File: config.mk
export PLATFORM = sky130hd
export DESIGN_NAME = datapath_param
export DESIGN_NICKNAME = d
export VERILOG_FILES = /design/src/rtl/datapath_pkg.sv /design/src/rtl/datapath_param_bcd.sv /design/src/rtl/datapath_param.sv
export SDC_FILE = /design/constraint.sdc
export NUM_CORES = 1
export LEC_CHECK = 0
export ABC_AREA = 0
export ABC_CLOCK_PERIOD_IN_PS = 4600
export CAP_MARGIN = 25
export CORE_ASPECT_RATIO = 1.25
export CORE_UTILIZATION = 50
export DETAILED_ROUTE_END_ITERATION = 7
export PLACE_DENSITY_LB_ADDON = 0.1
export SLEW_MARGIN = 20
export SYNTH_ARGS = -nofsm -noshare
export SYNTH_HDL_FRONTEND = slang
export SYNTH_SLANG_ARGS = --single-unit
File: constraint.sdc
create_clock -name clock -period 4.6 [get_ports clock]
set_input_delay 0.46 -clock clock [delete_from_list [all_inputs] [get_ports clock]]
set_output_delay 0.46 -clock clock [all_outputs]
set_load 0.1 [all_outputs]
File: src/rtl/datapath_pkg.sv
`default_nettype none
// ============================================================================
//  Module      : datapath_pkg
//  Description : Shared ALU opcodes, flag bit positions and BCD converter
//                state encoding for the parametrised datapath.
//  Revision    : 1.0 - initial release
// ============================================================================
package datapath_pkg;

    // ALU operation codes; 9..15 fall through to PASS A
    localparam logic [3:0] ALU_ADD    = 4'd0;
    localparam logic [3:0] ALU_SUB    = 4'd1;
    localparam logic [3:0] ALU_AND    = 4'd2;
    localparam logic [3:0] ALU_OR     = 4'd3;
    localparam logic [3:0] ALU_XOR    = 4'd4;
    localparam logic [3:0] ALU_NOT    = 4'd5;
    localparam logic [3:0] ALU_SHL    = 4'd6;
    localparam logic [3:0] ALU_SHR    = 4'd7;
    localparam logic [3:0] ALU_PASS_B = 4'd8;

    // Bit positions inside the {N,Z,C} flag vector
    localparam int FLAG_N = 2;
    localparam int FLAG_Z = 1;
    localparam int FLAG_C = 0;

    // BCD converter states
    typedef logic [0:0] bcd_state_t;
    localparam bcd_state_t BCD_IDLE  = 1'b0;
    localparam bcd_state_t BCD_SHIFT = 1'b1;

endpackage
`default_nettype wire

File: src/rtl/datapath_param_bcd.sv
`default_nettype none
// ============================================================================
//  Module      : bcd_serial_converter
//  Description : Multi-cycle double-dabble binary to packed BCD converter
//                with start/busy/done handshake. One source bit per cycle.
//  Revision    : 1.0 - initial release
// ============================================================================
module bcd_serial_converter
    import datapath_pkg::*;
#(
    parameter int DATA_W     = 8,
    parameter int BCD_DIGITS = 4
) (
    input  logic                    clock,
    input  logic                    reset,
    input  logic                    start,
    input  logic [DATA_W-1:0]       value,
    output logic                    busy,
    output logic                    done,
    output logic [4*BCD_DIGITS-1:0] digits
);

    localparam int BCD_W = 4 * BCD_DIGITS;
    localparam int CNT_W = (DATA_W > 1) ? $clog2(DATA_W) : 1;
    localparam logic [CNT_W-1:0] c_last = CNT_W'(DATA_W - 1);

    bcd_state_t        r_state;
    logic [DATA_W-1:0] r_src;
    logic [BCD_W-1:0]  r_work;
    logic [CNT_W-1:0]  r_cnt;
    logic              r_done;
    logic [BCD_W-1:0]  r_digits;

    logic [BCD_W-1:0]  w_adj;
    logic [BCD_W-1:0]  w_next;

    // Add-3 correction on every nibble that would overflow past 9 when doubled
    generate
        for (genvar i = 0; i < BCD_DIGITS; i++) begin : g_nib
            assign w_adj[4*i +: 4] = (r_work[4*i +: 4] >= 4'd5) ?
                                     (r_work[4*i +: 4] + 4'd3) : r_work[4*i +: 4];
        end
    endgenerate

    assign w_next = {w_adj[BCD_W-2:0], r_src[DATA_W-1]};

    // Conversion sequencer; result only published on the final shift so
    // downstream never sees a partial value
    always_ff @(posedge clock) begin
        if (reset) begin
            r_state  <= BCD_IDLE;
            r_src    <= '0;
            r_work   <= '0;
            r_cnt    <= '0;
            r_done   <= 1'b0;
            r_digits <= '0;
        end else begin
            r_done <= 1'b0;
            case (r_state)
                BCD_IDLE: begin
                    if (start) begin
                        r_src   <= value;
                        r_work  <= '0;
                        r_cnt   <= '0;
                        r_state <= BCD_SHIFT;
                    end
                end
                BCD_SHIFT: begin
                    r_src  <= r_src << 1;
                    r_work <= w_next;
                    r_cnt  <= r_cnt + CNT_W'(1);
                    if (r_cnt == c_last) begin
                        r_digits <= w_next;
                        r_done   <= 1'b1;
                        r_state  <= BCD_IDLE;
                    end
                end
                default: r_state <= BCD_IDLE;
            endcase
        end
    end

    assign busy   = (r_state == BCD_SHIFT);
    assign done   = r_done;
    assign digits = r_digits;

endmodule
`default_nettype wire

File: src/rtl/datapath_param.sv
`default_nettype none
// ============================================================================
//  Module      : datapath_param
//  Description : Parametrised processor datapath: register file, flagged ALU
//                with result latch, PC, MAR, IR and a serial BCD converter.
//  Revision    : 1.0 - initial release
// ============================================================================
module datapath_param
    import datapath_pkg::*;
#(
    parameter int DATA_W     = 8,
    parameter int REG_COUNT  = 4,
    parameter int ADDR_W     = 8,
    parameter int BCD_DIGITS = 4,
    parameter bit BCD_AUTO   = 1'b0
) (
    input  logic                         clock,
    input  logic                         reset,
    input  logic [$clog2(REG_COUNT)-1:0] reg_sel,
    input  logic                         reg_write,
    input  logic [3:0]                   alu_op,
    input  logic                         alu_latch,
    input  logic                         result_oe,
    input  logic [DATA_W-1:0]            data_bus_in,
    output logic [DATA_W-1:0]            data_bus_out,
    output logic [2:0]                   flags,
    input  logic                         pc_inc,
    input  logic                         pc_load,
    output logic [ADDR_W-1:0]            pc_count,
    input  logic                         mar_write,
    output logic [ADDR_W-1:0]            mar_value,
    input  logic                         ir_write,
    output logic [DATA_W-1:0]            ir_value,
    input  logic                         bcd_start,
    output logic                         bcd_busy,
    output logic                         bcd_done,
    output logic [4*BCD_DIGITS-1:0]      bcd_digits
);

    logic [DATA_W-1:0] r_regs [REG_COUNT];
    logic [DATA_W-1:0] r_result;
    logic [2:0]        r_flags;
    logic [ADDR_W-1:0] r_pc;
    logic [ADDR_W-1:0] r_mar;
    logic [DATA_W-1:0] r_ir;

    logic [DATA_W-1:0] w_a;
    logic [DATA_W-1:0] w_b;
    logic [DATA_W:0]   w_sum;
    logic [DATA_W:0]   w_diff;
    logic [DATA_W-1:0] w_res;
    logic              w_carry;
    logic [2:0]        w_flags;
    logic [ADDR_W-1:0] w_bus_addr;
    logic              w_bcd_start;

    // Bus value as an address: truncate or zero-extend to ADDR_W
    generate
        if (ADDR_W <= DATA_W) begin : g_addr_trunc
            assign w_bus_addr = data_bus_in[ADDR_W-1:0];
        end else begin : g_addr_zext
            assign w_bus_addr = {{(ADDR_W-DATA_W){1'b0}}, data_bus_in};
        end
    endgenerate

    assign w_a    = r_regs[reg_sel];
    assign w_b    = data_bus_in;
    assign w_sum  = {1'b0, w_a} + {1'b0, w_b};
    assign w_diff = {1'b0, w_a} - {1'b0, w_b};

    // ALU; the extra top bit of the subtract is the borrow
    always_comb begin
        w_res   = w_a;
        w_carry = 1'b0;
        case (alu_op)
            ALU_ADD:    {w_carry, w_res} = w_sum;
            ALU_SUB:    {w_carry, w_res} = w_diff;
            ALU_AND:    w_res = w_a & w_b;
            ALU_OR:     w_res = w_a | w_b;
            ALU_XOR:    w_res = w_a ^ w_b;
            ALU_NOT:    w_res = ~w_a;
            ALU_SHL: begin
                w_res   = {w_a[DATA_W-2:0], 1'b0};
                w_carry = w_a[DATA_W-1];
            end
            ALU_SHR: begin
                w_res   = {1'b0, w_a[DATA_W-1:1]};
                w_carry = w_a[0];
            end
            ALU_PASS_B: w_res = w_b;
            default:    w_res = w_a;
        endcase
        w_flags         = 3'b000;
        w_flags[FLAG_N] = w_res[DATA_W-1];
        w_flags[FLAG_Z] = (w_res == '0);
        w_flags[FLAG_C] = w_carry;
    end

    // Register file write; ALU reads the pre-write value in the same cycle
    always_ff @(posedge clock) begin
        if (reset) begin
            for (int i = 0; i < REG_COUNT; i++) r_regs[i] <= '0;
        end else if (reg_write) begin
            r_regs[reg_sel] <= data_bus_in;
        end
    end

    // Result and flag latch
    always_ff @(posedge clock) begin
        if (reset) begin
            r_result <= '0;
            r_flags  <= '0;
        end else if (alu_latch) begin
            r_result <= w_res;
            r_flags  <= w_flags;
        end
    end

    // Program counter: load beats increment
    always_ff @(posedge clock) begin
        if (reset)        r_pc <= '0;
        else if (pc_load) r_pc <= w_bus_addr;
        else if (pc_inc)  r_pc <= r_pc + ADDR_W'(1);
    end

    // Memory address and instruction registers
    always_ff @(posedge clock) begin
        if (reset) begin
            r_mar <= '0;
            r_ir  <= '0;
        end else begin
            if (mar_write) r_mar <= w_bus_addr;
            if (ir_write)  r_ir  <= data_bus_in;
        end
    end

    // Converter sees the result register before any same-edge latch
    assign w_bcd_start = bcd_start | (BCD_AUTO & alu_latch);

    bcd_serial_converter #(
        .DATA_W     (DATA_W),
        .BCD_DIGITS (BCD_DIGITS)
    ) u_bcd (
        .clock  (clock),
        .reset  (reset),
        .start  (w_bcd_start),
        .value  (r_result),
        .busy   (bcd_busy),
        .done   (bcd_done),
        .digits (bcd_digits)
    );

    assign data_bus_out = result_oe ? r_result : '0;
    assign flags        = r_flags;
    assign pc_count     = r_pc;
    assign mar_value    = r_mar;
    assign ir_value     = r_ir;

endmodule
`default_nettype wire

==> run_results.csv, run 1 <==
group,metric,value,unit
clocking,cts_setup_buffers,0,
placement,dpl.hpwl,13260,microns
timing,setup_viol,0,
route,drt_iter0_drc,318,
route,drt-total-wl,17870,microns
yosys,synth_cell_types,56,
route,dr.pass1.iters,5,
floorplanning,die_height,128.1,microns
placement,port_buffers,76,
timing,fin_skew,0.01014,ns
clocking,cts_tree,"done",
status,status,"finished clean",
yosys,async_flop_share,0,%
clocking,clk_latency,0.36,ns
hold_path,worstHoldStart,"u_bcd.digits[8]$_SDFFE_PP0P_",
clocking,clock-root-buffer,"clkbuf_16",
timing,hold_viol,0,
route,drtAntennaViolNets,0,
worst_setup_path,ff2ff_path_depth,13,
yosys,ys_seq_area_share,39.94,%
yosys,synth_edf_count,32,
clocking,holdBufCountCts,0,
route,dr_total_vias,5575,
placement,gp_congestion,1.015,
worst_setup_path,path_class,"primary input to flip-flop",
power,power_leakage,2.935,nW
yosys,yosys.area.top_type,"dfxtp_1",
grt,grtUsageTotal,28.07,%
yosys,yosysWarnings,0,
worst_setup_path,worst-path-max-fanout,6,
floorplanning,initial_utilization,51.86,%
route,routed_via_density,5.844,
clocking,clkTransAtPathRegs,0.07,ns
finish,drive_gt1_share,6.582,%
floorplanning,rows,45,
finish,areaGrowthSynthToFinish,19.80,%
hold_path,worstHoldEndpoint,"u_bcd.digits[8]$_SDFFE_PP0P_",
yosys,syn_area,6365,sq um
hold_path,hold_path_depth,2,
timing,rsz0062_at_grt,"no",
timing,fin_crit_sh,86.55,%
power,powerDensity,325.3,nW/um^2
timing,worst_pin_slew,1.011,ns
grt,grt_pass1_vias,5254,
yosys,synth.net_count,782,
timing,maxSlewHeadroom,32.38,%
worst_setup_path,worstSetupEndpointType,"flip-flop",
timing,fmax,251.2,MHz
grt,grt_first_pass_wirelength,27500,microns
power,peakVddDrop,0.0002776,V
route,drcViolationCount,0,
worst_setup_path,cp_data_arrival_time,4.26,ns
clocking,clk_path_buf_depth,2,
worst_setup_path,start_kind,"primary input",
worst_setup_path,r2r_end,"flags[1]$_SDFFE_PP0P_",
yosys,synth-seq-cells,111,
yosys,netlist_instances,721,
timing,tns,0,ns
clocking,cts_resized,0,
floorplanning,die_area,13190,sq um
grt,grt_max_degree,60,
worst_setup_path,rrSetupSlack,1.03,ns
timing,holdWs,0.4539,ns
grt,gr-total-overflow,0,
grt,grt_antenna_before_repair,0,
yosys,synthTopCellsByArea,"dfxtp_1 (25%), edfxtp_1 (15%), ha_1 (6.9%), nor2_1 (5.8%), mux2i_1 (5.3%)",
run,max_cap_viol_count,0,
timing,report.final.slew_viol_count,0,
clocking,numCtsBuffers,9,
worst_setup_path,r2r_start,"r_regs[1][0]$_SDFFCE_PN0P_",
hold_path,hold_path.class,"flip-flop to flip-flop",
floorplanning,ios,77,
route,wl_per_cell,18.73,microns
yosys,ys.flop_type,"dfxtp_1",
finish,diodes,0,
timing,period_minus_slack,3.981,ns
clocking,h-tree-depth,3,
floorplanning,die_w,102.9,microns
floorplanning,core,12270,sq um
yosys,avgSynthCellArea,8.828,sq um
finish,final_nets,846,
worst_setup_path,critPathRequiredTime,4.88,ns
clocking,clock-sinks,111,
yosys,synth_top_area_share,24.85,%
==> Yosys cell counts, types with 12 or more instances <==
| cell type | instances |
|---|---|
| and2_1 | 24 |
| nand2_1 | 41 |
| nor3b_1 | 15 |
| o21ai_0 | 38 |
| nor3_1 | 23 |
| nand2b_1 | 13 |
| nor2_1 | 98 |
| dfxtp_1 | 79 |
| mux2i_1 | 34 |
| inv_1 | 33 |
| clkbuf_1 | 41 |
| ha_1 | 35 |
| edfxtp_1 | 32 |
| a211oi_1 | 12 |
| nand3_1 | 15 |
| a21oi_1 | 63 |
==> sequential cells by signal, indices dropped and copies added, names as in the netlist <==
register      count
u_bcd.busy        1
ir_value          8
flags             2
r_result          8
u_bcd.r_work     16
u_bcd.r_src       8
u_bcd.done        1
u_bcd.r_cnt       3
u_bcd.digits     16
pc_count          8
mar_value         8
r_regs           32
==> metrics by stage <==
stage	cell area [sq um]	setup WS (ns)	power [mW]	std cells	utilization (%)
2_1_floorplan	6365	1.076	1.528	721	-
3_3_place_gp	7322	0.3556	1.704	938	59.65
3_5_place_dp	7322	0.3002	1.711	938	59.65
4_1_cts	7625	0.6438	2.493	954	62.12
5_1_grt	7625	0.4287	2.579	954	62.12
6_report	7625	0.6185	2.480	954	62.12
==> layout by cell type (no fill, tap or decap), types with 4 or more instances in the layout <==
| cell | synthesis | layout |
|---|---|---|
| nor2_1 | 98 | 98 |
| dfxtp_1 | 79 | 79 |
| clkdlybuf4s50_1 | 0 | 75 |
| a21oi_1 | 63 | 63 |
| nand2_1 | 41 | 41 |
| o21ai_0 | 38 | 38 |
| ha_1 | 35 | 35 |
| mux2i_1 | 34 | 34 |
| inv_1 | 33 | 33 |
| edfxtp_1 | 32 | 32 |
| buf_4 | 1 | 25 |
| and2_1 | 24 | 24 |
| nor3_1 | 23 | 23 |
| nor3b_1 | 15 | 15 |
| nand3_1 | 15 | 15 |
| nand2b_1 | 13 | 13 |
| a211oi_1 | 12 | 12 |
| xnor2_1 | 10 | 10 |
| nor4_1 | 10 | 10 |
| clkbuf_16 | 0 | 9 |
| o21a_1 | 7 | 7 |
| mux4_1 | 6 | 6 |
| nor2b_1 | 6 | 6 |
| a22o_1 | 5 | 5 |
| o22a_1 | 5 | 5 |
| xor2_1 | 5 | 5 |
| o31ai_1 | 4 | 4 |
| mux2_2 | 4 | 4 |
| o32ai_1 | 4 | 4 |
| or4_1 | 4 | 4 |
| a31oi_1 | 4 | 4 |
| nand4_1 | 4 | 4 |
==> layer usage <==
metal | share of wire [%] | track usage (%) | up-vias
met5 | 0 | 0 | -
met3 | 4.9 | 3.326 | 45
li1 | - | - | 2693
met2 | 51 | 49.41 | 181
met4 | 3.9 | 15.41 | 0
met1 | 40 | 32.64 | 2656
==> worst max-delay path, cell delays in order <==
cell	delay (ns)
clkdlybuf4s50_1	0.62
mux4_2	0.62
inv_1	0.11
ha_1	0.18
inv_1	0.06
fa_1	0.39
nor2b_1	0.16
nor3_1	0.24
nor2_1	0.11
a221o_1	0.31
a211oi_1	0.22
nor2_1	0.08
or4_1	0.52
o31ai_2	0.17
==> how the worst max path moves through the flow <==
stage	start	end	slack (ns)	cells past startpoint
after floorplan	reg_sel[0]	flags[1]$_SDFFE_PP0P_	1.08	12
after global placement	reg_sel[0]	flags[1]$_SDFFE_PP0P_	0.36	12
after detailed placement	reg_sel[0]	flags[1]$_SDFFE_PP0P_	0.30	14
after CTS	reg_sel[0]	flags[1]$_SDFFE_PP0P_	0.64	14
after global routing	reg_sel[0]	flags[1]$_SDFFE_PP0P_	0.43	14
final	reg_sel[0]	flags[1]$_SDFFE_PP0P_	0.62	14
==> cell families (layout without fill, tap and decap cells) <==
kind of cell | count (synthesis) | in the layout | synth area share [%]
flip-flops | 111 | 111 | 39.94
XOR/XNOR | 15 | 15 | 2.064
multiplexers | 46 | 46 | 9.239
buffers and inverters | 82 | 151 | 5.013
AND/OR/NAND/NOR | 261 | 261 | 19.82
adder cells (fa/ha/maj) | 37 | 37 | 7.509
AO/OA/AOI/OAI | 169 | 169 | 16.41
==> power by group <==
part | switching (mW) | internal, mW | total [mW]
Clock | 0.376 | 0.409 | 0.786
Sequential | 0.0251 | 1.05 | 1.08
Combinational | 0.419 | 0.199 | 0.618
Total | 0.821 | 1.66 | 2.48
==> layout make-up <==
class	instances	area [sq um]
fillers	1112	4649
multi-input cells	528	3503
flip-flops and latches	111	2542
repair buffers	101	943.4
clock buffers	11	252.7
well taps	164	205.2
inverters	34	127.6
clock inverters	5	50.05
Note: power is estimated with default switching activity, not from simulation.
==> run 2, diff against run 1 <==
- CORE_MARGIN: unset -> 2
==> run 2 against run 1 <==
Compared with the run above: via count is 0.63% lower; routed wire length is 1.4% lower; global-route usage is 2.0 points lower; total power is 0.42% higher; first-iteration DRC count is 13% higher.
==> run_results.csv, run 2 (synthesis results as in run 1) <==
group,metric,value,unit
timing,tns,0,ns
route,routed_via_density,5.747,
floorplanning,rows,46,
worst_setup_path,path_buf_inv,3,
clocking,clk_path_buf_depth,2,
timing,report.final.slew_viol_count,0,
finish,final_cell_mix,"nor2_1 (98), dfxtp_1 (79), clkdlybuf4s50_1 (75)",
grt,grt_antenna_before_repair,0,
floorplanning,initial_utilization,50.73,%
floorplanning,die_area,13650,sq um
route,wl_per_cell,18.28,microns
timing,fmax,245.1,MHz
floorplanning,core,12550,sq um
clocking,clk_latency,0.36,ns
worst_setup_path,path_class,"primary input to flip-flop",
finish,drive_gt1_share,7.161,%
timing,setup_viol,0,
route,drcViolationCount,0,
worst_setup_path,start_kind,"primary input",
power,power_leakage,2.954,nW
clocking,h-tree-depth,3,
grt,grt_max_degree,60,
run,max_cap_viol_count,0,
timing,worst_pin_slew,0.9950,ns
finish,final_nets,852,
grt,grt_pass1_vias,5381,
grt,grt_first_pass_wirelength,27660,microns
hold_path,worstHoldStart,"u_bcd.digits[7]$_SDFFE_PP0P_",
finish,nFillCells,1144,
timing,rsz0062_at_grt,"no",
grt,grtUsageTotal,26.06,%
clocking,clock-root-buffer,"clkbuf_16",
floorplanning,die_w,104.9,microns
route,drt-total-wl,17620,microns
worst_setup_path,worstSetupEndpointType,"flip-flop",
worst_setup_path,worst-path-max-fanout,9,
timing,holdWs,0.4503,ns
route,drt_iter0_drc,360,
status,status,"finished clean",
route,dr_total_vias,5540,
worst_setup_path,ff2ff_path_depth,13,
grt,gr-total-overflow,0,
power,peakVddDrop,0.0002000,V
power,powerDensity,324.5,nW/um^2
worst_setup_path,r2r_start,"r_regs[3][0]$_DFFE_PP_",
floorplanning,ios,77,
clocking,cts_resized,0,
clocking,cts_setup_buffers,0,
clocking,cts_tree,"done",
timing,hold_viol,0,
timing,fin_crit_sh,88.69,%
finish,mostFrequentLayoutCell,"nor2_1",
timing,maxSlewHeadroom,33.46,%
worst_setup_path,r2r_end,"flags[1]$_SDFFE_PP0P_",
clocking,numCtsBuffers,9,
worst_setup_path,critPathSlowestCell,"clkdlybuf4s50_1",
hold_path,hold_path.class,"flip-flop to flip-flop",
finish,top_register,"r_regs",
worst_setup_path,cp_data_arrival_time,4.36,ns
worst_setup_path,path_delay_family,"simple AND/OR/NAND/NOR gates",
hold_path,hold_path_depth,2,
floorplanning,die_height,130.1,microns
worst_setup_path,critical_path.cell_chain,"clkdlybuf4s50_1, mux4_2, inv_1, ha_1, inv_1, fa_1, nor2b_1, nor3_1, nor2_1, a221o_1, a211oi_1, nor2_1, or4_1, o31ai_2",
clocking,clock-sinks,111,
worst_setup_path,crit_path_max_incr_delay,0.74,ns
worst_setup_path,rrSetupSlack,1.03,ns
finish,areaGrowthSynthToFinish,20.60,%
placement,dpl.hpwl,13300,microns
finish,diodes,0,
placement,port_buffers,76,
timing,fin_skew,0.004955,ns
clocking,clkTransAtPathRegs,0.07,ns
hold_path,worstHoldEndpoint,"u_bcd.digits[7]$_SDFFE_PP0P_",
timing,period_minus_slack,4.080,ns
finish,largest_reg_flops,32,
route,drtAntennaViolNets,0,
clocking,holdBufCountCts,0,
worst_setup_path,critPathRequiredTime,4.88,ns
placement,gp_congestion,0.9224,
route,dr.pass1.iters,5,
-- run 2: worst max-delay path by stage --
stage,from,end,slack (ns),depth (start not counted)
2_1_floorplan,reg_sel[0],flags[1]$_SDFFE_PP0P_,1.08,12
3_3_place_gp,reg_sel[0],flags[1]$_SDFFE_PP0P_,0.27,12
3_5_place_dp,reg_sel[0],flags[1]$_SDFFE_PP0P_,0.17,12
4_1_cts,reg_sel[0],flags[1]$_SDFFE_PP0P_,0.55,12
5_1_grt,reg_sel[0],flags[1]$_SDFFE_PP0P_,0.30,14
6_report,reg_sel[0],flags[1]$_SDFFE_PP0P_,0.52,14
-- run 2: report_power, final --
part | leakage (nW) | switching (mW) | total [mW] | internal, mW
logic | 1.86 | 0.415 | 0.618 | 0.203
registers | 0.955 | 0.0290 | 1.08 | 1.05
clock network | 0.141 | 0.366 | 0.792 | 0.426
total | 2.95 | 0.810 | 2.49 | 1.68
-- run 2: metrics by stage --
step / cells / utilization, % / instance area, sq um / total power [mW] / setup slack [ns]
CTS: 964 / 61.18 / 7676 / 2.505 / 0.5496
global route: 964 / 61.18 / 7676 / 2.587 / 0.2955
floorplan: 721 / - / 6365 / 1.528 / 1.076
detailed placement: 948 / 58.82 / 7380 / 1.718 / 0.1659
global placement: 947 / 58.70 / 7365 / 1.709 / 0.2704
finish: 964 / 61.18 / 7676 / 2.491 / 0.5204
-- run 2: routing by layer --
metal  vias up  track usage (%)  share of wire [%]
met1      2641            29.24                 40
met5         -                0                  0
met2       151            48.51                 53
met3        43            3.047                3.5
li1       2705                -                  -
met4         0            13.88                4.0
-- run 2: area by class of cell --
cell class	count	area [sq um]	share of cell area, %
Timing Repair Buffer	107	996.0	12.97
Clock inverter	6	67.56	0.8802
Clock buffer	10	229.0	2.983
Sequential cell	111	2542	33.12
Inverter	34	127.6	1.663
Multi-Input combinational cell	528	3503	45.64
Tap cell	168	210.2	2.738
-- run 2: tightest hold or removal path, cell delays in order (launching register included) --
cell and delay (ns):
dfxtp_1 0.32, nand2_1 0.04, o21ai_0 0.05
==> run 3, diff against run 2 <==
- CORE_MARGIN: 2 -> unset
- SETUP_SLACK_MARGIN: unset -> 0.4
==> results of run 3 <==
The final DEF is identical to that of run 1; final timing and power are the same.
==> patch 1 (flow settings as in run 3) <==
Make the reset (`reset`) asynchronous in 5 clocked blocks.
--- a/src/rtl/datapath_param_bcd.sv
+++ b/src/rtl/datapath_param_bcd.sv
@@ -46,7 +46,7 @@
 
     // Conversion sequencer; result only published on the final shift so
     // downstream never sees a partial value
-    always_ff @(posedge clock) begin
+    always_ff @(posedge clock or posedge reset) begin
         if (reset) begin
             r_state  <= BCD_IDLE;
             r_src    <= '0;
--- a/src/rtl/datapath_param.sv
+++ b/src/rtl/datapath_param.sv
@@ -97,7 +97,7 @@
     end
 
     // Register file write; ALU reads the pre-write value in the same cycle
-    always_ff @(posedge clock) begin
+    always_ff @(posedge clock or posedge reset) begin
         if (reset) begin
             for (int i = 0; i < REG_COUNT; i++) r_regs[i] <= '0;
         end else if (reg_write) begin
@@ -106,7 +106,7 @@
     end
 
     // Result and flag latch
-    always_ff @(posedge clock) begin
+    always_ff @(posedge clock or posedge reset) begin
         if (reset) begin
             r_result <= '0;
             r_flags  <= '0;
@@ -117,14 +117,14 @@
     end
 
     // Program counter: load beats increment
-    always_ff @(posedge clock) begin
+    always_ff @(posedge clock or posedge reset) begin
         if (reset)        r_pc <= '0;
         else if (pc_load) r_pc <= w_bus_addr;
         else if (pc_inc)  r_pc <= r_pc + ADDR_W'(1);
     end
 
     // Memory address and instruction registers
-    always_ff @(posedge clock) begin
+    always_ff @(posedge clock or posedge reset) begin
         if (reset) begin
             r_mar <= '0;
             r_ir  <= '0;
Formal check against the unedited RTL: differs if reset is asserted again (counterexample within 4 cycles, from zero or initial values and one cycle with reset high); with reset held inactive, the same outputs for 4 cycles.
==> patch 1 against run 3 <==
- maximum frequency increased by 3.8%
- hold slack got worse by 0.077 ns
- sequential cell count unchanged
- critical endpoint is now flags[1]
- global-route usage decreased by 2.7 points
- count of clock-buffer cells in the layout decreased by 1
- design area increased by 3.1%
- wire length decreased by 7.2%
- worst setup slack improved by 0.15 ns
- non-clock buffer count decreased by 9
- area after synthesis increased by 3.8%
Power is not compared: it rests on default switching activity, and its combinational part moved more than twofold at a synthesized area within 25%.
==> patch 1: results (changes against run 3) <==
| Metric | Value |
|---|---|
| Largest net degree at the start of global routing | `57 (-5.0%)` |
| Syn_nets | `742 (-5.1%)` |
| HPWL after DPL | `12600 um (-5.1%)` |
| Register-to-Register Path Depth | `10 (-3)` |
| Total GRT Usage | `0.254 (-0.0270)` |
| Post-synthesis adder-cell area fraction | `0.0742 (-0.000879)` |
| Layout cells sized above 1 | `0.111 (+0.0450)` |
| Post-synthesis mux area share | `0.140 (+0.0471)` |
| Global-route wire length before repair | `27000 um (-1.8%)` |
| Status | `complete, no violations` |
| Crit path DAT | `4.08 ns (-0.18 ns)` |
| RR Endpoint | `flags[1]` |
| Starting DRC count in detailed routing | `244 (-23%)` |
| Async SR Flop Fraction | `1.00 (+1.00)` |
| Crit Path Max Fanout | `15 (+9)` |
| Final #Nets | `806 (-4.7%)` |
| Post-synthesis sequential area ratio | `0.420 (+0.0208)` |
| Largest delay share family, worst path | `compound AO/OA/AOI/OAI gates` |
| Hold Crit Class | `primary input to asynchronous set/reset pin` |
| WL final | `16600 um (-7.2%)` |
| Vias per inst | `5.70 (-2.4%)` |
| Reg2reg start | `r_regs[1]` |
| Top cells by area, synth | `dfrtp_1, mux2_2, ha_1, o21ai_0, nand2_1` |
| Synth Area in Compound Gates | `0.153 (-0.0112)` |
| DRT Pass-1 Iters | `4 (-1)` |
| Vias in the first global route | `5228 (-0.49%)` |
| Worst-Margin Slew | `1.00 ns (-0.00727 ns)` |
| Reg2reg setup slack | `1.16 ns (+0.13 ns)` |
[patch 1: changes by cell type after synthesis, moves of 37 or more]
cell,delta
dfrtp_1,+111
dfxtp_1,-79
nor2_1,-68
nand2_1,+55
a21oi_1,-37
mux2_2,+37
[patch 1: how the worst max path moves through the flow]
| stage | from | to | depth (start not counted) |
|---|---|---|---|
| global placement | reg_sel[0] | flags[1] | 11 |
| finish | reg_sel[1] | flags[1] | 12 |
| detailed placement | reg_sel[0] | flags[1] | 11 |
| CTS | reg_sel[0] | flags[1] | 11 |
| floorplan | reg_sel[1] | flags[1] | 14 |
| global route | reg_sel[1] | flags[1] | 12 |
[patch 1: metal layers]
layer  up-vias  track usage  wire, um
li1       2522            -         -
met1      2566        0.297      6960
met2       107        0.463      8530
met3        34       0.0278       373
met4         0        0.133       719
met5         -            0         0
[patch 1: what timing repair did]
action | in CTS | in global routing
endpoints found under the hold margin | 0 | 0
endpoints found under the setup margin | 0 | 1
hold buffers | 0 | 0
gates resized for setup | 0 | 1
setup buffers | 0 | 0
[patch 1: through the flow]
step / cell area, um2 / setup slack [ns] / std cells / hold slack (ns) / power [mW]
finish: 7860 / 0.766 / 917 / 0.377 / 4.50
global route: 7860 / 0.613 / 917 / 0.385 / 4.78
CTS: 7860 / 0.600 / 917 / 0.373 / 4.54
detailed placement: 7540 / 0.261 / 901 / 0.462 / 3.71
global placement: 7540 / 0.355 / 901 / 0.454 / 3.65
floorplan: 6610 / 1.13 / 680 / 0.442 / 3.17
[patch 1: cells by family after synthesis]
logic type / count (synthesis)
simple gates: 203
xor+xnor: 15
fa+ha+maj: 38
mux: 73
compound gates: 161
buf+inv: 79
flops: 111
[patch 1: worst reg2reg max path, cell delays in order (launching register included)]
cell and delay, ns:
dfrtp_1 0.40, mux4_2 0.60, inv_1 0.15, ha_1 0.27
o21bai_1 0.22, a21oi_1 0.12, a221o_1 0.35, a32o_1 0.21
o32a_1 0.30, or4_1 0.47, o41ai_2 0.24
[patch 1: area by class of cell]
cell class                 instances  area [um2]
clock buffer                      10         239
clock inverter                     6        72.6
fill                            1121        4920
inverter                          40         153
multi-input combinational        490        3520
sequential                       111        2780
tap                              168         210
timing repair buffer              92         883
[patch 1: where the power goes]
group	switching (mW)	internal, mW	leakage (nW)
logic	1.53	0.728	1.97
clock network	0.369	0.445	0.151
registers	0.189	1.24	1.37
total	2.09	2.42	3.49
==> patch 2 (config.mk and constraints of run 3) <==
Without the edit above. The parameter `ADDR_W` goes from 8 to 9.
--- a/src/rtl/datapath_param.sv
+++ b/src/rtl/datapath_param.sv
@@ -10,7 +10,7 @@
 #(
     parameter int DATA_W     = 8,
     parameter int REG_COUNT  = 4,
-    parameter int ADDR_W     = 8,
+    parameter int ADDR_W     = 9,
     parameter int BCD_DIGITS = 4,
     parameter bit BCD_AUTO   = 1'b0
 ) (
Ports: changed (resized mar_value and pc_count); port bits go from 77 to 79. No check against the original RTL was run, so the function may have changed too.
==> patch 2 against run 3 <==
- maximum frequency is 6.4% higher
- first-iteration DRC count decreased by 9.7%
- sequential cell count is 1 higher
- power increased by 1.6%
- design area up 1.2%
- wire length decreased by 1.5%
- core utilization shrank 1.2 points
- register-to-register slack better by 0.15 ns
- area after synthesis is 1.6% higher
- worst setup slack improved by 0.24 ns
- clock power is 3.1% higher
- synthesized cell count is 0.69% lower
- critical path depth shrank 1
- clock skew grew 0.0017 ns
- largest cell class unchanged
==> patch 2: results (changes against run 3) <==
| Metric | Value |
|---|---|
| Status | `complete, no violations` |
| Clock skew | `0.0118 ns (+0.00166 ns)` |
| WL met3 | `664 um (-24%)` |
| Layout cells sized above 1 | `0.0663 (+0.000504)` |
| WHS Endpoint | `u_bcd.digits[6]` |
| WL final | `17600 um (-1.5%)` |
| Worst-skew pair later-pin latency | `0.36 ns (about the same)` |
| Top cells by area, synth | `dfxtp_1, edfxtp_1, ha_1, nor2_1, mux2i_1` |
| Final Power | `2.52 mW (+1.6%)` |
| Placer Congestion | `0.975 (-4.0%)` |
| Vias per inst | `5.87 (+0.39%)` |
| Commonest cells post-synth | `nor2_1, dfxtp_1, a21oi_1` |
| Top reg by flops | `r_regs` |
| DRT Pass-1 Iters | `7 (+2)` |
| HPWL after DPL | `13000 um (-1.8%)` |
| P_comb | `620 uW (about the same)` |
| Vias in the first global route | `5348 (+1.8%)` |
| Global-route wire length before repair | `27600 um (+0.30%)` |
| Average size of a mapped cell | `9.03 um2 (+2.3%)` |
| Port buffer count | `77 (+1.3%)` |
| Fin Hold WS | `0.456 ns (+0.00219 ns)` |
| Total GRT Usage | `0.264 (-0.0172)` |
| Worst vdd ir | `0.000273 V (-1.8%)` |
| Met3 Resource Use GR | `0.0377 (+0.00447)` |
| Async SR Flop Fraction | `0 (unchanged)` |
| Crit Path Max Fanout | `11 (+5)` |
| Leak | `2.99 nW (+1.8%)` |
| Period utilization | `0.813 (-0.0521)` |
| GRT overflow | `0 (unchanged)` |
| Met2 GRT Util | `0.482 (-0.0125)` |
| Placed instance area | `0.00741 mm2 (+1.2%)` |
| P_int | `1.65 mW (-0.32%)` |
| Final #Nets | `841 (-0.59%)` |
| CP max stage cell | `clkdlybuf4s50_1` |
| Slew margin rel. | `0.324 (about the same)` |
| Reg2reg start | `r_regs[2][0]` |
| Hold Crit Class | `flip-flop to flip-flop` |
| P_clk | `810 uW (+3.1%)` |
| Starting DRC count in detailed routing | `287 (-9.7%)` |
| Pre-CTS setup slack | `0.486 ns (+0.185 ns)` |
| Crit path DAT | `4.01 ns (-0.25 ns)` |
| Worst hold start | `u_bcd.digits[6]` |
| Post-CTS sizing | `0 (unchanged)` |
| Number of synthesized flops with an enable pin | `32 (unchanged)` |
| Syn_nets | `778 (-0.51%)` |
| Post-synthesis sequential area ratio | `0.396 (-0.00332)` |
| Dpl cells | `936 (-0.21%)` |
| Met1 Usage GRT | `0.302 (-0.0241)` |
| Wl on met1 | `7370 um (+3.2%)` |
| Worst-path clk slew | `0.09 ns (+0.02 ns)` |
| Reg2reg setup slack | `1.18 ns (+0.15 ns)` |
| Met2 WL | `8820 um (-3.8%)` |
| Register-to-Register Path Depth | `12 (-1)` |
| Max incr delay on CP | `0.76 ns (+0.14 ns)` |
| Largest net degree at the start of global routing | `61 (+1.7%)` |
| CP Launch Point | `reg_sel[1]` |
| Yosys cell types | `70 (+25%)` |
| Non-filler cells, final | `952 (-0.21%)` |
patch 2: worst max-delay path: cells and delay by family:
| family | cells | cell delay [ns] |
|---|---|---|
| mux | 1 | 0.49 |
| buf+inv | 3 | 0.96 |
| compound gates | 4 | 0.74 |
| simple gates | 3 | 0.77 |
| fa+ha+maj | 2 | 0.59 |
patch 2: final cells by class:
cell class / instances / area (um2)
Multi-Input combinational cell: 523 / 3590
Clock buffer: 9 / 225
Clock inverter: 7 / 80.1
Fill cell: 1134 / 4950
Timing Repair Buffer: 98 / 921
Sequential cell: 112 / 2560
Inverter: 35 / 131
Tap cell: 168 / 210
patch 2: cells by family after synthesis:
| family | Yosys count | share of synthesized area |
|---|---|---|
| and+or+nand+nor | 260 | 0.198 |
| AOI/OAI and AO/OA | 164 | 0.165 |
| DFF | 112 | 0.396 |
| buffers and inverters | 81 | 0.0495 |
| muxes | 47 | 0.0975 |
| adders and majority gates | 38 | 0.0758 |
| xor gates and xnor gates | 13 | 0.0176 |
| other | 1 | 0.000580 |
